**src/rtl/fifo_stream_out.sv**
```systemverilog
// Show-ahead FIFO to valid/ready stream adapter with a 2-entry skid buffer,
// burst framing (m_last every BURST_LEN beats) and a wrapping burst counter.
module fifo_stream_out #(
    parameter int WIDTH     = 8,
    parameter int BURST_LEN = 4
) (
    input  logic             clk,
    input  logic             rst_n,
    input  logic             fifo_empty,
    input  logic [WIDTH-1:0] fifo_rd_data,
    output logic             fifo_rd_en,
    output logic             m_valid,
    input  logic             m_ready,
    output logic [WIDTH-1:0] m_data,
    output logic             m_last,
    output logic [15:0]      burst_cnt
);

    localparam int IDX_W = (BURST_LEN > 1) ? $clog2(BURST_LEN) : 1;
    localparam logic [IDX_W-1:0] BEAT_RELOAD = IDX_W'(BURST_LEN - 1);

    // occ | meaning
    //  0  | buffer empty, m_valid low
    //  1  | head holds the presented beat
    //  2  | head presented, skid holds the next word, no further pops
    logic [1:0]       occ_q, occ_d;
    logic [WIDTH-1:0] head_q, head_d;
    logic [WIDTH-1:0] skid_q, skid_d;
    logic [IDX_W-1:0] beat_rem_q, beat_rem_d;
    logic [15:0]      burst_cnt_q, burst_cnt_d;
    logic             run_q;
    logic             push;
    logic             pop;

    // run_q holds off popping on the first edge after reset release
    assign fifo_rd_en = run_q && !fifo_empty && !occ_q[1];
    assign m_valid    = (occ_q != 2'd0);
    assign m_data     = head_q;
    assign m_last     = m_valid && (beat_rem_q == '0);
    assign burst_cnt  = burst_cnt_q;

    assign push = fifo_rd_en;
    assign pop  = m_valid && m_ready;

    always_comb begin
        occ_d       = occ_q;
        head_d      = head_q;
        skid_d      = skid_q;
        beat_rem_d  = beat_rem_q;
        burst_cnt_d = burst_cnt_q;

        case ({push, pop})
            2'b10:   occ_d = occ_q + 2'd1;
            2'b01:   occ_d = occ_q - 2'd1;
            default: occ_d = occ_q;
        endcase

        case (occ_q)
            2'd0: begin
                if (push) head_d = fifo_rd_data;
            end
            2'd1: begin
                if (push && pop)  head_d = fifo_rd_data;
                else if (push)    skid_d = fifo_rd_data;
            end
            2'd2: begin
                if (pop) head_d = skid_q;
            end
            default: ;
        endcase

        // Beat position is a down-counter; terminal count marks the last beat
        if (pop) begin
            if (beat_rem_q == '0) begin
                beat_rem_d  = BEAT_RELOAD;
                burst_cnt_d = burst_cnt_q + 16'd1;
            end else begin
                beat_rem_d = beat_rem_q - 1'b1;
            end
        end
    end

    always_ff @(posedge clk or negedge rst_n) begin
        if (!rst_n) begin
            occ_q       <= 2'd0;
            head_q      <= '0;
            skid_q      <= '0;
            beat_rem_q  <= BEAT_RELOAD;
            burst_cnt_q <= 16'd0;
            run_q       <= 1'b0;
        end else begin
            occ_q       <= occ_d;
            head_q      <= head_d;
            skid_q      <= skid_d;
            beat_rem_q  <= beat_rem_d;
            burst_cnt_q <= burst_cnt_d;
            run_q       <= 1'b1;
        end
    end

endmodule

```
**config.mk**
```make
export PLATFORM = sky130hd
export DESIGN_NAME = fifo_stream_out
export DESIGN_NICKNAME = d
export VERILOG_FILES = /design/src/rtl/fifo_stream_out.sv
export SDC_FILE = /design/constraint.sdc
export NUM_CORES = 1
export LEC_CHECK = 0
export ABC_AREA = 1
export BUFFER_PORTS_ARGS = -buffer_cell sky130_fd_sc_hd__buf_2
export CAP_MARGIN = 20
export CELL_PAD_IN_SITES_DETAIL_PLACEMENT = 2
export CELL_PAD_IN_SITES_GLOBAL_PLACEMENT = 2
export CORE_MARGIN = 2
export CORE_UTILIZATION = 23
export DETAILED_ROUTE_END_ITERATION = 8
export GPL_TIMING_DRIVEN = 0
export PLACE_DENSITY_LB_ADDON = 0.05
export SETUP_SLACK_MARGIN = 0.4
export SLEW_MARGIN = 20
export SYNTH_ARGS = -nofsm -noshare
export SYNTH_HDL_FRONTEND = slang
export SYNTH_SLANG_ARGS = --single-unit
```
**constraint.sdc**
```tcl
create_clock -name clk -period 2.2 [get_ports clk]
set_clock_uncertainty 0.15 [all_clocks]
set_input_delay 0.22 -clock clk [delete_from_list [all_inputs] [get_ports clk]]
set_output_delay 0.22 -clock clk [all_outputs]
set_load 0.02 [all_outputs]
```
* Yosys cells after proc, flatten, opt, wreduce, memory -nomap -nowiden
Cells that the tools add are included.
Storage, ports and cells: flip-flop bits (word level) 37, input port bits 12, logic and storage cells 39
Operators by class: $add $sub $neg 4, reduce and logical (&&, ||, !) cells 15, mux-type cells 6, bitwise logic cells 1, equal/unequal tests 7
Operators by type and width (number):
- $mux W8 | 3
- $pmux W8 S3 | 1
- $add A16 B1 Y16 const B | 1
- $ne A2 B2 Y1 const B | 3
- $logic_and A1 B1 Y1 | 5
- $eq A2 B1 Y1 const B | 2
- $eq A2 B2 Y1 const B | 2
- $logic_not A2 Y1 | 2
- $pmux W2 S2 | 1
- $reduce_and A4 Y1 | 1
- $reduce_bool A2 Y1 | 2
- $sub A2 B1 Y2 const B | 2
- $reduce_and A3 Y1 | 1
- $reduce_bool A3 Y1 | 1
- $add A2 B1 Y2 const B | 1
- $logic_not A1 Y1 | 2
- $mux W2 | 1
- $reduce_and A2 Y1 | 1
- $not A1 Y1 | 1

* Longest topological paths before layout
Gate-level depths: netlist (run 1).
word-level depth 6, gate-level depth with buffers 12

* Least setup slack after synthesis (run 1)
Ideal clock, no wire load.
path type flip-flop to flip-flop, from register occ_q[0], to register head_q[3] (netlist: m_data[3]), stages on the path, launching flop included 13, data arrival time 1.771 ns, path buffers 1, library setup time 0.127 ns, path slack 0.152 ns, data required time 1.923 ns, cell sequence dfrtp_1 -> inv_1 -> ha_1 -> inv_2 -> nand2_4 -> inv_1 -> ha_1 -> inv_1 -> a21oi_1 -> nand3_4 -> buf_6 -> nand2_1 -> o21ai_0
On the way: longest elaborated chain between the ends 5, elaborated cells on any way between the ends 12, classes of those cells 5 x eq/ne; 1 x mux; 6 x reduce/logical
RTL lines:
- start, declared | RTL line 26 | logic [1:0] occ_q, occ_d;
- start signal, assigned | RTL line 85 | occ_q <= 2'd0;
- start signal, assigned | RTL line 92 | occ_q <= occ_d;
- $reduce_bool A2 Y1 * | RTL line 37 | assign m_valid = (occ_q != 2'd0);
- named net m_valid | RTL line 12 | output logic m_valid,
- $logic_and A1 B1 Y1 * | RTL line 43 | assign pop = m_valid && m_ready;
- named net pop | RTL line 33 | logic pop;
- $logic_and A1 B1 Y1 | RTL line 63 | if (push && pop) head_d = fifo_rd_data;
- $ne A2 B2 Y1 (no line)
- $reduce_and A4 Y1 (no line) *
- end signal, assigned | RTL line 86 | head_q <= '0;
- end signal, assigned | RTL line 93 | head_q <= head_d;
- end, declared | RTL line 27 | logic [WIDTH-1:0] head_q, head_d;
Mark *: on every way through the listed nets, which the timed path passes. The rest lies on a longest branch. A chain may end at the register's enable or synchronous reset.

* Worst setup path after layout (run 1)
from register occ_q[0], to register head_q[5] (netlist: m_data[5])
On the way: longest elaborated chain between the ends 5, elaborated cells on any way between the ends 12, classes of those cells 5 x eq/ne; 1 x mux; 6 x reduce/logical
RTL lines (RTL line):
- $reduce_bool A2 Y1 * | 37
- $logic_and A1 B1 Y1 * | 43
- named net pop | 33
- $logic_and A1 B1 Y1 | 63
- $ne A2 B2 Y1 (no line)
- $reduce_and A4 Y1 (no line) *
Marked as above.

==> impl_metrics.py, run 1 <==
metrics = {
    "critical_path": {
        "cp-endpoint": "m_data[5]$_DFFE_PN0P_",
        "timing.rr.end": "m_data[5]$_DFFE_PN0P_",
        "timing.critical_path.required_ps": 2210,
        "cp.arrival_ps": 1810,
        "r2r_start": "occ_q[0]$_DFFE_PN0P_",
        "r2r.worst_path.cells": 12,
        "cp-end-kind": "register",
        "crit_path_max_fanout": 8,
        "crit_start": "occ_q[0]$_DFFE_PN0P_",
        "worstSetupPathType": "reg -> reg",
        "rrSetupSlack_ps": 400,
        "start_kind": "register",
    },
    "sta": {
        "period_share": 0.816,
        "worst_slack_ps": 405,
        "fmax_mhz": 557,
        "whs_ps": 54.0,
        "fin_tns_setup_ps": 0,
        "fin_crit_ps": 1800,
        "rsz0062_at_grt": "true",
        "drv_slew": 0,
        "report.final.hold_viol_count": 0,
        "tightest_slew_ps": 887,
        "relSlewSlack": 0.409,
        "setup_viol": 0,
    },
    "placement": {
        "pre_cts_ws_ps": 192,
        "dp_hpwl_mm": 3.75,
        "port_buffers": 38,
        "gp_congestion": 0.703,
    },
    "detailed_routing": {
        "vias_per_cell": 4.20,
        "drtIter0Drc": 27,
        "drc": 0,
        "dr.pass1.iters": 2,
        "drt_wl_total_mm": 5.08,
        "via_count": 1601,
        "wl_per_cell_um": 13.3,
        "ant_nets": 0,
    },
    "die": {
        "die-area_um2": 8970,
        "coreArea_um2": 8090,
        "pin_count": 39,
        "rows": 33,
        "initial_core_util": 0.234,
        "die_width_um": 94.7,
        "die_h_um": 94.7,
    },
    "global_routing": {
        "top_usage_layer": "met2",
        "overflow": 0,
        "grt_start_max_net_pins": 38,
        "grt_usage": 0.121,
        "use_met2": 0.213,
        "antenna_found_initial": 0,
        "grt_first_pass_wirelength_mm": 8.42,
        "grt_util_met1": 0.151,
        "grt_pass1_vias": 1699,
        "grtUsageMet3": 0.0271,
    },
    "power": {
        "switching_share": 0.414,
        "internal_power_w": 0.00175,
        "net-switching-power_w": 0.00124,
        "ir_worst_vdd_mv": 0.364,
        "pwr_density_cell_nw_per_um2": 1210,
        "p_clk_frac": 0.168,
        "p_leak_nw": 1.30,
        "p_comb_frac": 0.482,
        "seqPwrFrac": 0.350,
    },
    "cells_and_area": {
        "nNetsFinal": 294,
        "drive_gt1_frac": 0.304,
        "ff_latch_area_um2": 928,
        "layout-area-overhead-vs-synth_pct": 30.6,
        "antennaDiodeCount": 0,
        "multi_input_area_um2": 880,
        "fillers": 976,
    },
    "clocking": {
        "clock_latency_ps": 290,
        "clkSinkCount": 37,
        "clk_path_buf_depth": 2,
        "cts_tree": "yes",
        "htreeDepth": 2,
        "root_buffer": "clkbuf_8",
        "cts_buffers": 5,
        "clk_pin_slew_ps": 80,
    },
    "synthesis": {
        "ys_async_sr_fraction": 1.00,
        "synthTopCellsByArea": "dfrtp_1 46%, nand2_1 12%, o21ai_0 7.1%",
        "synthAdderAreaFrac": 0.0463,
        "synth_commonest_cells": "60 x nand2_1, 35 x dfrtp_1, 31 x inv_1",
        "synth_top_cell_by_area": "dfrtp_1",
        "synth-warning-count": 0,
        "synth_xor_area_frac": 0.0509,
        "synth.area.mux_share": 0,
        "netlist_instances": 218,
        "synth_edf_count": 0,
        "synth_top_area_frac": 0.463,
        "ys.flop_type": "dfrtp_1",
        "yosysSeqAreaShare": 0.491,
        "syn_nets": 237,
        "synth_most_common_cell": "nand2_1",
        "synth_top_family_by_area": "simple AND/OR/NAND/NOR gates",
        "synth_area_per_cell_um2": 8.68,
        "synth.cell_area_um2": 1890,
        "synthSimpleGateAreaFrac": 0.253,
        "synth_compound_area_frac": 0.0800,
        "ys_ff_latch": 37,
        "ys_types": 26,
    },
    "worst_hold_path": {
        "hold_class": "in -> reg",
        "hold_path_depth": 3,
    },
    "outcome": {
        "status": "complete, no violations",
    },
    "flow_run": {
        "cap_violations": 0,
    },
}
-- kinds of logic (layout without fill, tap and decap cells) --
logic type / count (synthesis) / in the layout
AND/OR/NAND/NOR: 97 / 97
flip-flops: 37 / 37
buffers and inverters: 35 / 93
AO/OA/AOI/OAI: 30 / 30
XOR/XNOR: 11 / 11
adder cells (fa/ha/maj): 7 / 7
other: 1 / 1
-- critical path, stage by stage (launching register included) --
cell,delay (ps)
dfrtp_1,380
inv_2,70
ha_4,170
inv_4,80
nand2_8,60
inv_4,60
ha_4,120
inv_4,30
a21oi_4,150
nand3_4,130
buf_4,160
nand2_1,40
o21ai_0,60
-- flip-flops by register name, indices dropped and copies added (netlist names) --
signal      count
burst_cnt      16
m_data          8
skid_q          8
beat_rem_q      2
occ_q           2
run_q           1
-- cell type report --
class,count,area share
Sequential cell,37,0.376
Multi-Input combinational cell,146,0.356
Timing Repair Buffer,50,0.116
Tap cell,105,0.0532
Inverter,32,0.0516
Clock buffer,8,0.0365
Buffer,3,0.0111
-- cells in the final DEF (no fill, tap or decap), types with 3 or more instances in the layout --
| cell type | instances |
|---|---|
| nand3_4 | 3 |
| inv_1 | 26 |
| o21ai_0 | 20 |
| inv_2 | 3 |
| clkbuf_8 | 6 |
| nand3_1 | 7 |
| ha_1 | 5 |
| nand4_1 | 3 |
| o21ai_1 | 6 |
| xnor2_1 | 7 |
| dfrtp_1 | 35 |
| buf_4 | 10 |
| xor2_1 | 4 |
| inv_4 | 3 |
| buf_2 | 38 |
| nor2_1 | 15 |
| nand2_1 | 58 |
| buf_6 | 3 |
-- power by group through the flow --
stage,combinational [W],clock [W],sequential (W)
after floorplan,0.000702,0,0.00117
final,0.00144,0.000502,0.00105
after detailed placement,0.00118,0,0.00107
after global placement,0.00117,0,0.00107
after global routing,0.00164,0.000561,0.00108
after CTS,0.00135,0.000534,0.00105
-- metrics by stage --
stage / area [um^2] / util / power [W] / cells
floorplan: 1920 / - / 0.00187 / 218
global placement: 2240 / 0.276 / 0.00224 / 361
detailed placement: 2240 / 0.276 / 0.00226 / 361
CTS: 2400 / 0.296 / 0.00293 / 375
global route: 2470 / 0.305 / 0.00328 / 381
finish: 2470 / 0.305 / 0.00299 / 381
-- metal layers --
layer,vias up,share of wire
met3,4,0.036
li1,789,-
met5,-,0
met2,24,0.52
met1,784,0.44
met4,0,0.0069
-- what timing repair did --
| action | 4_1_cts | 5_1_grt |
|---|---|---|
| setup endpoints to repair | 8 | 11 |
| resized for setup | 8 | 12 |
| setup buffers | 4 | 6 |
| hold endpoints to repair | 35 | 0 |
| gates cloned | 1 | 0 |
| hold buffers | 1 | 0 |
| pin swaps | 2 | 4 |
-- worst min-delay path by stage --
stage	startpoint	endpoint	slack [ps]
2_1_floorplan	rst_n	burst_cnt[0]$_DFFE_PN0P_	-230
3_3_place_gp	rst_n	burst_cnt[0]$_DFFE_PN0P_	260
3_5_place_dp	rst_n	burst_cnt[1]$_DFFE_PN0P_	260
4_1_cts	fifo_rd_data[6]	skid_q[6]$_DFFE_PN0P_	50
5_1_grt	fifo_rd_data[1]	skid_q[1]$_DFFE_PN0P_	60
6_report	fifo_rd_data[6]	skid_q[6]$_DFFE_PN0P_	50
(Power assumes the default switching activity.)
==> run 2: changes to the inputs <==
- clock period: 2.2 -> 1.5 ns (I/O delays scaled with it)
==> run 2 against run 1 <==
  * The run now ends with hold timing, setup timing left
  * Critical path depth unchanged
  * Cell count increased by 11%
  * Hold slack got worse by 220 ps
  * Critical endpoint is now m_data[3]$_DFFE_PN0P_
  * Highest routed layer unchanged
==> impl_metrics.py, run 2 (same netlist as run 1, synthesis figures left out) <==
metrics = {
    "die": {
        "die_h_um": 94.7,
        "rows": 33,
        "initial_core_util": 0.234,
        "die-area_um2": 8970,
        "pin_count": 39,
        "die_width_um": 94.7,
        "coreArea_um2": 8090,
    },
    "critical_path": {
        "slowest_delay_ps": 370,
        "crit_path_max_fanout": 8,
        "cp.arrival_ps": 1780,
        "cp-end-kind": "register",
        "path_buf_inv": 5,
        "cp_top_family": "buffers and inverters",
        "critPathSlowestCell": "dfrtp_1",
        "worstSetupPathType": "reg -> reg",
        "timing.critical_path.required_ps": 1530,
        "start_kind": "register",
        "cp_cell_sequence": "inv_2 > ha_4 > inv_8 > nand2_8 > inv_8 > ha_4 > inv_2 > a21oi_4 > nand3_4 > buf_6 > nand2_2 > o21ai_1",
    },
    "power": {
        "p_leak_nw": 1.56,
        "ir_worst_vdd_mv": 0.444,
        "finalPower_w": 0.00535,
        "pwr_density_cell_nw_per_um2": 1690,
    },
    "cells_and_area": {
        "largest_reg_flops": 16,
        "ff_latch_area_um2": 945,
        "layout-area-overhead-vs-synth_pct": 67.8,
        "fillers": 909,
        "multi_input_area_um2": 1010,
        "antennaDiodeCount": 0,
        "final_cell_mix": "52 x nand2_1, 41 x buf_6, 33 x buf_4, 22 x dfrtp_1, 21 x inv_1",
        "drive_gt1_frac": 0.513,
        "layout_commonest_cell": "nand2_1",
        "nNetsFinal": 336,
    },
    "clocking": {
        "root_buffer": "clkbuf_8",
        "holdBufCountCts": 8,
        "clk_path_buf_depth": 2,
        "cts_buffers": 5,
        "clk_pin_slew_ps": 80,
        "clkSinkCount": 37,
        "cts_tree": "yes",
        "htreeDepth": 2,
        "clock_latency_ps": 280,
    },
    "placement": {
        "gp_congestion": 0.662,
        "port_buffers": 38,
        "dp_hpwl_mm": 3.76,
    },
    "global_routing": {
        "grt_start_max_net_pins": 38,
        "overflow": 0,
        "grt_usage": 0.133,
        "grt_first_pass_wirelength_mm": 9.23,
        "grt_pass1_vias": 1850,
        "antenna_found_initial": 0,
    },
    "detailed_routing": {
        "wl_per_cell_um": 13.4,
        "ant_nets": 0,
        "drt_wl_total_mm": 5.67,
        "drc": 0,
        "vias_per_cell": 4.20,
        "drtIter0Drc": 26,
        "via_count": 1776,
        "dr.pass1.iters": 4,
    },
    "sta": {
        "fin_crit_ps": 1750,
        "period_share": 1.17,
        "tightest_slew_ps": 910,
        "fin_tns_setup_ps": -4170,
        "relSlewSlack": 0.393,
        "drv_slew": 0,
        "fmax_mhz": 571,
        "rsz0062_at_grt": "true",
        "report.final.hold_viol_count": 35,
        "setup_viol": 31,
        "whs_ps": -171,
        "worst_slack_ps": -251,
    },
    "worst_hold_path": {
        "hold_class": "in -> async",
    },
    "outcome": {
        "status": "finished, violations left",
        "violations": "hold timing, setup timing",
    },
    "flow_run": {
        "cap_violations": 0,
    },
}
-- run 2: cell count changes in the layout (fill, tap and decap cells not counted), sizes merged --
cell,previous run,this run
buf,51,86
clkbuf,9,8
clkinv,0,1
dlygate4sd3,1,8
-- run 2: where the power goes --
part / internal (W) / switching, W / leakage, nW / total, W
clock network: 0.000327 / 0.000369 / 0.0422 / 0.000696
registers: 0.00134 / 0.000261 / 0.445 / 0.00160
logic: 0.00153 / 0.00152 / 1.07 / 0.00305
-- run 2: what timing repair did --
item / CTS / global route
pin swaps: 15 / 7
buffers inserted: 31 / 13
endpoints found under the setup margin: 63 / 63
gates resized for setup: 86 / 34
hold endpoints to repair: 43 / 35
gates cloned: 2 / 0
-- run 2: final timing paths --
kind | startpoint | slack [ps] | cells past startpoint | endpoint
worst max-delay path | occ_q[1]$_DFFE_PN0P_ | -250 | 12 | m_data[3]$_DFFE_PN0P_
worst min-delay path | rst_n | -170 | 1 | burst_cnt[1]$_DFFE_PN0P_
worst max register to register | occ_q[1]$_DFFE_PN0P_ | -250 | 12 | m_data[3]$_DFFE_PN0P_
worst min register to register | beat_rem_q[1]$_DFFE_PN1P_ | 330 | 2 | beat_rem_q[1]$_DFFE_PN1P_
max in group asynchronous | rst_n | 730 | 1 | burst_cnt[11]$_DFFE_PN0P_
min in group clk | fifo_rd_data[2] | 130 | 5 | m_data[2]$_DFFE_PN0P_
-- run 2: cell type report --
type,instances,share of cell area
inverter,32,0.0457
multi-input combinational,146,0.320
clock buffer,7,0.0240
sequential,37,0.298
tap,105,0.0414
clock inverter,1,0.00158
buffer,3,0.00946
timing repair buffer,92,0.261
-- run 2: per-stage QoR --
step | cells | instance area, um^2 | util | worst slack [ps]
2_1_floorplan | 218 | 2010 | - | -264
3_3_place_gp | 361 | 2330 | 0.288 | -388
3_5_place_dp | 361 | 2330 | 0.288 | -460
4_1_cts | 410 | 2970 | 0.368 | -256
5_1_grt | 423 | 3170 | 0.392 | -345
6_report | 423 | 3170 | 0.392 | -251
-- run 2: per-layer routing --
metal  GRT usage  routed length (um)  vias up
met1       0.162                2420      875
li1            -                   -      874
met2       0.239                3100       22
met3      0.0263                 113        5
met5           0                   0        -
met4      0.0290                  37        0
